### config.mk
export PLATFORM = sky130hd
export DESIGN_NAME = mram_responder_flat
export DESIGN_NICKNAME = d
export VERILOG_FILES = /design/src/rtl/mram_if.sv /design/src/rtl/mram_responder.sv /design/src/flat_wrapper.sv
export SDC_FILE = /design/constraint.sdc
export NUM_CORES = 2
export LEC_CHECK = 0
export ABC_AREA = 1
export BUFFER_PORTS_ARGS = -buffer_cell sky130_fd_sc_hd__buf_2
export CAP_MARGIN = 0
export CORE_ASPECT_RATIO = 0.8
export CORE_MARGIN = 8
export CORE_UTILIZATION = 30
export CTS_BUF_LIST = sky130_fd_sc_hd__clkbuf_16
export CTS_CLUSTER_DIAMETER = 40
export DETAILED_ROUTE_END_ITERATION = 8
export MAX_ROUTING_LAYER = met4
export PLACE_DENSITY_LB_ADDON = 0.12
export SLEW_MARGIN = 20
export SYNTH_ARGS = -nofsm -noshare
export SYNTH_HDL_FRONTEND = slang
export SYNTH_SLANG_ARGS = --single-unit
### constraint.sdc
create_clock -name clk -period 4.75 [get_ports clk]
set_clock_uncertainty 0.1 [all_clocks]
set_input_delay 0 -clock clk [delete_from_list [all_inputs] [get_ports clk]]
set_output_delay 0 -clock clk [all_outputs]
set_load 0.1 [all_outputs]
### src/rtl/mram_if.sv
// Parallel MRAM device bus: controller-driven strobes/address/data and
// responder-driven read data, status pulses and access counters.
interface mram_if #(
    parameter int ADDR_WIDTH = 20,
    parameter int DATA_WIDTH = 16
);
    logic [ADDR_WIDTH-1:0] addr;
    logic [DATA_WIDTH-1:0] data_in;
    logic                  send_data;
    logic                  chip_en;
    logic                  write_en;
    logic                  out_en;
    logic                  lower_byte_en;
    logic                  upper_byte_en;
    logic [DATA_WIDTH-1:0] data_out;
    logic                  data_valid;
    logic                  busy;
    logic                  addr_err;
    logic                  proto_err;
    logic [15:0]           wr_count;
    logic [15:0]           rd_count;

    modport master (
        output addr, data_in, send_data, chip_en, write_en, out_en,
               lower_byte_en, upper_byte_en,
        input  data_out, data_valid, busy, addr_err, proto_err,
               wr_count, rd_count
    );

    modport slave (
        input  addr, data_in, send_data, chip_en, write_en, out_en,
               lower_byte_en, upper_byte_en,
        output data_out, data_valid, busy, addr_err, proto_err,
               wr_count, rd_count
    );
endinterface

### src/rtl/mram_responder.sv
// MRAM stand-in: edge-triggered strobe decode, byte-masked writes into a
// word array, and fixed-latency reads with error pulses and access counters.
module mram_responder #(
    parameter int ADDR_WIDTH   = 20,
    parameter int DATA_WIDTH   = 16,
    parameter int MEM_AW       = 8,
    parameter int READ_LATENCY = 1
) (
    input logic  clk,
    input logic  rst,
    mram_if.slave bus
);
    localparam int         DEPTH    = 2 ** MEM_AW;
    localparam int         HI_W     = ADDR_WIDTH - MEM_AW;
    localparam logic [1:0] LAT_LAST = 2'(READ_LATENCY - 1);

    typedef enum logic [0:0] {IDLE = 1'b0, RD_WAIT = 1'b1} state_t;

    state_t                state_r, state_s;
    logic                  act_s, act_prev_r, start_s;
    logic                  oor_s, no_lane_s;
    logic                  wr_s, rd_start_s, rd_done_s, perr_s, aerr_s;
    logic [1:0]            lat_cnt_r;
    logic [MEM_AW-1:0]     rd_addr_r;
    logic                  rd_oor_r, rd_lo_r, rd_hi_r;
    logic [DATA_WIDTH-1:0] rd_word_s;
    logic [DATA_WIDTH-1:0] mem_r [DEPTH];
    logic [DATA_WIDTH-1:0] data_out_r;
    logic                  data_valid_r, busy_r, addr_err_r, proto_err_r;
    logic [15:0]           wr_count_r, rd_count_r;

    function automatic logic [15:0] sat_inc(input logic [15:0] v);
        return (v == 16'hFFFF) ? v : v + 16'd1;
    endfunction

    assign act_s     = ~bus.chip_en & bus.send_data;
    assign start_s   = act_s & ~act_prev_r;
    assign oor_s     = bus.addr[ADDR_WIDTH-1:MEM_AW] != {HI_W{1'b0}};
    assign no_lane_s = bus.lower_byte_en & bus.upper_byte_en;

    // State, strobe edge history and latency counter.
    always_ff @(posedge clk) begin
        if (!rst) begin
            state_r    <= IDLE;
            act_prev_r <= 1'b0;
            lat_cnt_r  <= 2'd0;
        end else begin
            state_r    <= state_s;
            act_prev_r <= act_s;
            lat_cnt_r  <= (state_r == RD_WAIT && !rd_done_s) ? lat_cnt_r + 2'd1 : 2'd0;
        end
    end

    // Next-state selection.
    always_comb begin
        state_s = state_r;
        case (state_r)
            IDLE:    state_s = rd_start_s ? RD_WAIT : IDLE;
            RD_WAIT: state_s = rd_done_s ? IDLE : RD_WAIT;
            default: state_s = IDLE;
        endcase
    end

    // Command decode; write_en wins over out_en, starts during a read are rejected.
    always_comb begin
        wr_s       = 1'b0;
        rd_start_s = 1'b0;
        rd_done_s  = 1'b0;
        perr_s     = 1'b0;
        aerr_s     = 1'b0;
        case (state_r)
            IDLE: begin
                if (start_s) begin
                    aerr_s = oor_s;
                    if (no_lane_s) begin
                        perr_s = 1'b1;
                    end else if (!bus.write_en) begin
                        wr_s   = 1'b1;
                        perr_s = ~bus.out_en;
                    end else if (!bus.out_en) begin
                        rd_start_s = 1'b1;
                    end else begin
                        perr_s = 1'b1;
                    end
                end else begin
                    aerr_s = 1'b0;
                end
            end
            RD_WAIT: begin
                rd_done_s = (lat_cnt_r == LAT_LAST);
                perr_s    = start_s;
            end
            default: begin
                perr_s = 1'b0;
            end
        endcase
    end

    // Lane-masked read word; disabled lanes and out-of-range reads return zero.
    always_comb begin
        rd_word_s = mem_r[rd_addr_r];
        if (rd_oor_r) begin
            rd_word_s = 16'h0000;
        end else begin
            rd_word_s[7:0]  = rd_lo_r ? rd_word_s[7:0]  : 8'h00;
            rd_word_s[15:8] = rd_hi_r ? rd_word_s[15:8] : 8'h00;
        end
    end

    // Byte-masked array write; the array deliberately has no reset.
    always_ff @(posedge clk) begin
        if (rst && wr_s && !oor_s) begin
            if (!bus.lower_byte_en) mem_r[bus.addr[MEM_AW-1:0]][7:0]  <= bus.data_in[7:0];
            if (!bus.upper_byte_en) mem_r[bus.addr[MEM_AW-1:0]][15:8] <= bus.data_in[15:8];
        end
    end

    // Read capture and registered outputs.
    always_ff @(posedge clk) begin
        if (!rst) begin
            rd_addr_r    <= {MEM_AW{1'b0}};
            rd_oor_r     <= 1'b0;
            rd_lo_r      <= 1'b0;
            rd_hi_r      <= 1'b0;
            data_out_r   <= 16'h0000;
            data_valid_r <= 1'b0;
            busy_r       <= 1'b0;
            addr_err_r   <= 1'b0;
            proto_err_r  <= 1'b0;
            wr_count_r   <= 16'h0000;
            rd_count_r   <= 16'h0000;
        end else begin
            if (rd_start_s) begin
                rd_addr_r <= bus.addr[MEM_AW-1:0];
                rd_oor_r  <= oor_s;
                rd_lo_r   <= ~bus.lower_byte_en;
                rd_hi_r   <= ~bus.upper_byte_en;
            end
            if (rd_done_s) data_out_r <= rd_word_s;
            if (wr_s) wr_count_r <= sat_inc(wr_count_r);
            if (rd_done_s) rd_count_r <= sat_inc(rd_count_r);
            data_valid_r <= rd_done_s;
            busy_r       <= (state_s == RD_WAIT);
            addr_err_r   <= aerr_s;
            proto_err_r  <= perr_s;
        end
    end

    assign bus.data_out   = data_out_r;
    assign bus.data_valid = data_valid_r;
    assign bus.busy       = busy_r;
    assign bus.addr_err   = addr_err_r;
    assign bus.proto_err  = proto_err_r;
    assign bus.wr_count   = wr_count_r;
    assign bus.rd_count   = rd_count_r;
endmodule

### src/flat_wrapper.sv
// flat-port wrapper written by rule: the top's interface ports become plain ports
module mram_responder_flat 
#(
    parameter int ADDR_WIDTH   = 20,
    parameter int DATA_WIDTH   = 16,
    parameter int MEM_AW       = 8,
    parameter int READ_LATENCY = 1
)
  (clk, rst, bus_addr, bus_data_in, bus_send_data, bus_chip_en, bus_write_en, bus_out_en, bus_lower_byte_en, bus_upper_byte_en, bus_data_out, bus_data_valid, bus_busy, bus_addr_err, bus_proto_err, bus_wr_count, bus_rd_count);
  mram_if #(.ADDR_WIDTH(ADDR_WIDTH), .DATA_WIDTH(DATA_WIDTH)) bus_i ();
  input logic clk;
  input logic rst;
  input wire logic [$bits(bus_i.addr)-1:0] bus_addr;
  input wire logic [$bits(bus_i.data_in)-1:0] bus_data_in;
  input wire logic [$bits(bus_i.send_data)-1:0] bus_send_data;
  input wire logic [$bits(bus_i.chip_en)-1:0] bus_chip_en;
  input wire logic [$bits(bus_i.write_en)-1:0] bus_write_en;
  input wire logic [$bits(bus_i.out_en)-1:0] bus_out_en;
  input wire logic [$bits(bus_i.lower_byte_en)-1:0] bus_lower_byte_en;
  input wire logic [$bits(bus_i.upper_byte_en)-1:0] bus_upper_byte_en;
  output wire logic [$bits(bus_i.data_out)-1:0] bus_data_out;
  output wire logic [$bits(bus_i.data_valid)-1:0] bus_data_valid;
  output wire logic [$bits(bus_i.busy)-1:0] bus_busy;
  output wire logic [$bits(bus_i.addr_err)-1:0] bus_addr_err;
  output wire logic [$bits(bus_i.proto_err)-1:0] bus_proto_err;
  output wire logic [$bits(bus_i.wr_count)-1:0] bus_wr_count;
  output wire logic [$bits(bus_i.rd_count)-1:0] bus_rd_count;
  assign bus_i.addr = bus_addr;
  assign bus_i.data_in = bus_data_in;
  assign bus_i.send_data = bus_send_data;
  assign bus_i.chip_en = bus_chip_en;
  assign bus_i.write_en = bus_write_en;
  assign bus_i.out_en = bus_out_en;
  assign bus_i.lower_byte_en = bus_lower_byte_en;
  assign bus_i.upper_byte_en = bus_upper_byte_en;
  assign bus_data_out = bus_i.data_out;
  assign bus_data_valid = bus_i.data_valid;
  assign bus_busy = bus_i.busy;
  assign bus_addr_err = bus_i.addr_err;
  assign bus_proto_err = bus_i.proto_err;
  assign bus_wr_count = bus_i.wr_count;
  assign bus_rd_count = bus_i.rd_count;
  mram_responder #(.ADDR_WIDTH(ADDR_WIDTH), .DATA_WIDTH(DATA_WIDTH), .MEM_AW(MEM_AW), .READ_LATENCY(READ_LATENCY)) u_core (.clk(clk), .rst(rst), .bus(bus_i));
endmodule
==> flow_summary.json <==
{
  "antenna_found_initial": 42,
  "post_cts_buffers": 0,
  "crit_slowest_cell": "dfxtp_4",
  "drive_gt1_frac": 0.1272,
  "cp.depth": 13,
  "vias_per_cell": 5.007,
  "cp_common_cell": "nand3_1",
  "p_leak_nw": 70.64,
  "wl_per_cell_um": 26.08,
  "drt_iter0_markers": 11493,
  "ys_seq_area_frac": 0.7328,
  "r2r-end": "u_core.bus.data_out[1]",
  "root_buffer": "clkbuf_16",
  "syn_area_per_cell_um2": 11.91,
  "portBuffers": 95,
  "clockBufferDepth": 4,
  "cts_tree": "done",
  "synth_cells": 14264,
  "path_cells": "inv_16, buf_12, buf_4, nand2_1, nand3_1, nand3_1, nand3_1, nand3_1, nand3_1, nand3_1, nand3_1, nand3_1, a21oi_1",
  "ir_drop_v": 0.0004038,
  "critPathLaunchType": "flop",
  "slowest_delay_ns": 0.52,
  "fin_util": 0.3602,
  "fin_crit_sh": 0.8915,
  "cts-resized-gates": 0,
  "fill_cells": 55225,
  "syn-cell-area_um2": 169900,
  "final_cell_mix": "nand2_1 (4154), edfxtp_1 (4096), nand3_1 (4095)",
  "outcome": "completed",
  "worst_pin_slew_ns": 1.191,
  "synthesis.nets": 14312,
  "slew_headroom": 0.2033,
  "max_freq_mhz": 236.2,
  "first_pass_iters": 6,
  "gp_congestion": 0.7858,
  "cts_hold_buf": 89,
  "yosysUniqueCellTypes": 30,
  "path_max_fanout": 79,
  "drv_slew": 0,
  "drc_errors": 0,
  "yosysWarningCount": 0,
  "die_y_um": 689.1,
  "min_path_type": "primary input to flop",
  "layout.nets": 14852,
  "final_common_cell": "nand2_1",
  "clk_latency_ns": 1.07,
  "reg2reg_slack_ns": 0.52,
  "die_w_um": 857.3,
  "setup_tns_ns": 0,
  "worstSetupEndpoint": "u_core.bus.data_out[1]",
  "routed_wl_um": 593700,
  "gr-total-overflow": 0,
  "rsz0062_at_grt": "no",
  "io_pins": 96,
  "postRouteAntennaNets": 0,
  "rows": 247,
  "worst-setup-path-type": "flop to flop",
  "critPathBufInv": 3,
  "die_area_um2": 590700,
  "grt_pass1_wl_um": 842800,
  "grt_max_degree": 154,
  "numCtsBuffers": 577,
  "syn2layout_area_growth_pct": 19.77,
  "htreeDepth": 6,
  "hold_viol": 0,
  "drv_cap": 0,
  "grt_pass1_vias": 109439,
  "cellPowerDensity_nw_per_um2": 434.2,
  "required_ns": 5.61,
  "grt_use_total": 0.1991,
  "ys_seq_elements": 4170,
  "yosysTopAreaCell": "edfxtp_1",
  "dp_hpwl_um": 336600,
  "crit_family": "simple AND/OR/NAND/NOR gates",
  "end_kind": "flop",
  "arrival_ns": 5.10,
  "vias": 113984,
  "core_um2": 564900,
  "finalSetupViolCount": 0,
  "fin_crit_ns": 4.235,
  "clock-sinks": 4170,
  "synth_top_area_frac": 0.7241,
  "ys_top_cells_by_area": "edfxtp_1 (72%), nand3_1 (12%), nand2_1 (9.3%), nor3_1 (1.6%), buf_2 (1.4%)",
  "start_util": 0.3007,
  "reg2regPathDepth": 13,
  "clk_pin_slew_ns": 0.06
}
-- cells by family after synthesis --
group | synth area share
adders and majority gates | 0.0002946
buffers and inverters | 0.03397
and+or+nand+nor | 0.2302
AOI/OAI and AO/OA | 0.002710
xor gates and xnor gates | 0.00005157
DFF | 0.7328
-- cell usage after synthesis --
library cell and number:
buf_1 97, inv_4 1, nor3_1 528, xor2_1 1
a31oi_1 2, buf_4 126, clkbuf_1 309, nor2_1 41
a211oi_1 3, inv_2 3, and3_1 1, o31ai_1 1
nand4_1 1, clkinv_1 1, o21ai_0 30, buf_2 476
buf_6 54, and2_1 1, dfxtp_1 74, nand2_1 4188
ha_1 4, nor3b_1 5, edfxtp_1 4096, nor2_2 1
nor4_1 5, inv_1 65, a21oi_1 49, o21a_1 3
nand3_1 4095, buf_8 3
-- layer usage --
| metal | GRT usage | wire [um] | part of all wire | vias to the layer above |
|---|---|---|---|---|
| li1 | - | - | - | 52526 |
| met2 | 0.2864 | 256200 | 0.43 | 3473 |
| met5 | - | 0 | 0 | - |
| met4 | 0.04273 | 12100 | 0.020 | 0 |
| met1 | 0.2985 | 289600 | 0.49 | 57259 |
| met3 | 0.02687 | 35910 | 0.060 | 726 |
-- power breakdown --
group | total, mW | internal, mW | switching, mW
clock network | 44.6 | 27.2 | 17.3
logic | 3.35 | 0.728 | 2.63
registers | 40.4 | 40.4 | 0.0201
-- tightest hold or removal path: stages --
cell and delay, ns:
dlygate4sd3_1 0.59, buf_8 0.19, buf_16 0.21
-- flip-flops by register name, indices dropped and copies added, names as in the netlist, named ones only --
| signal | count |
|---|---|
| u_core.act_prev_r | 1 |
| u_core.bus.addr_err | 1 |
| u_core.bus.busy | 1 |
| u_core.bus.data_out | 16 |
| u_core.bus.data_valid | 1 |
| u_core.bus.proto_err | 1 |
| u_core.bus.rd_count | 16 |
| u_core.bus.wr_count | 16 |
| u_core.lat_cnt_r | 2 |
| u_core.mem_r | 4096 |
| u_core.rd_addr_r | 8 |
| u_core.rd_hi_r | 1 |
| u_core.rd_lo_r | 1 |
| u_core.rd_oor_r | 1 |
-- through the flow --
step	setup WS, ns	total power, mW	instances	cell area (um2)	hold WS [ns]
2_1_floorplan	1.793	42.55	14264	169900	-0.02148
3_3_place_gp	0.5698	44.44	21606	182400	0.08268
3_5_place_dp	0.5906	44.44	21606	182400	0.08831
4_1_cts	0.5499	89.33	22753	203400	0.004105
5_1_grt	0.4389	90.90	22758	203400	0.07856
6_report	0.5154	88.34	22764	203500	0.08086
-- final cells by class --
type	instances	area, um2	share of cell area
diodes	11	27.53	0.0001353
clock buffers	600	15010	0.07379
clock inverters	458	4833	0.02376
inverters	70	307.8	0.001513
multi-input cells	8959	39880	0.1960
flip-flops and latches	4170	124500	0.6119
well taps	7470	9346	0.04594
repair buffers	1026	9552	0.04695
-- worst min path at each step --
stage,startpoint,cells after the start,to,slack (ns)
2_1_floorplan,bus_chip_en,1,u_core.act_prev_r,-0.02
3_3_place_gp,bus_chip_en,2,u_core.act_prev_r,0.08
3_5_place_dp,bus_chip_en,2,u_core.act_prev_r,0.09
4_1_cts,bus_data_in[6],3,u_core.mem_r[177][6],0.004
5_1_grt,bus_data_in[8],3,u_core.mem_r[223][8],0.08
6_report,bus_data_in[8],3,u_core.mem_r[222][8],0.08
Power figures use the tool's default switching activity.
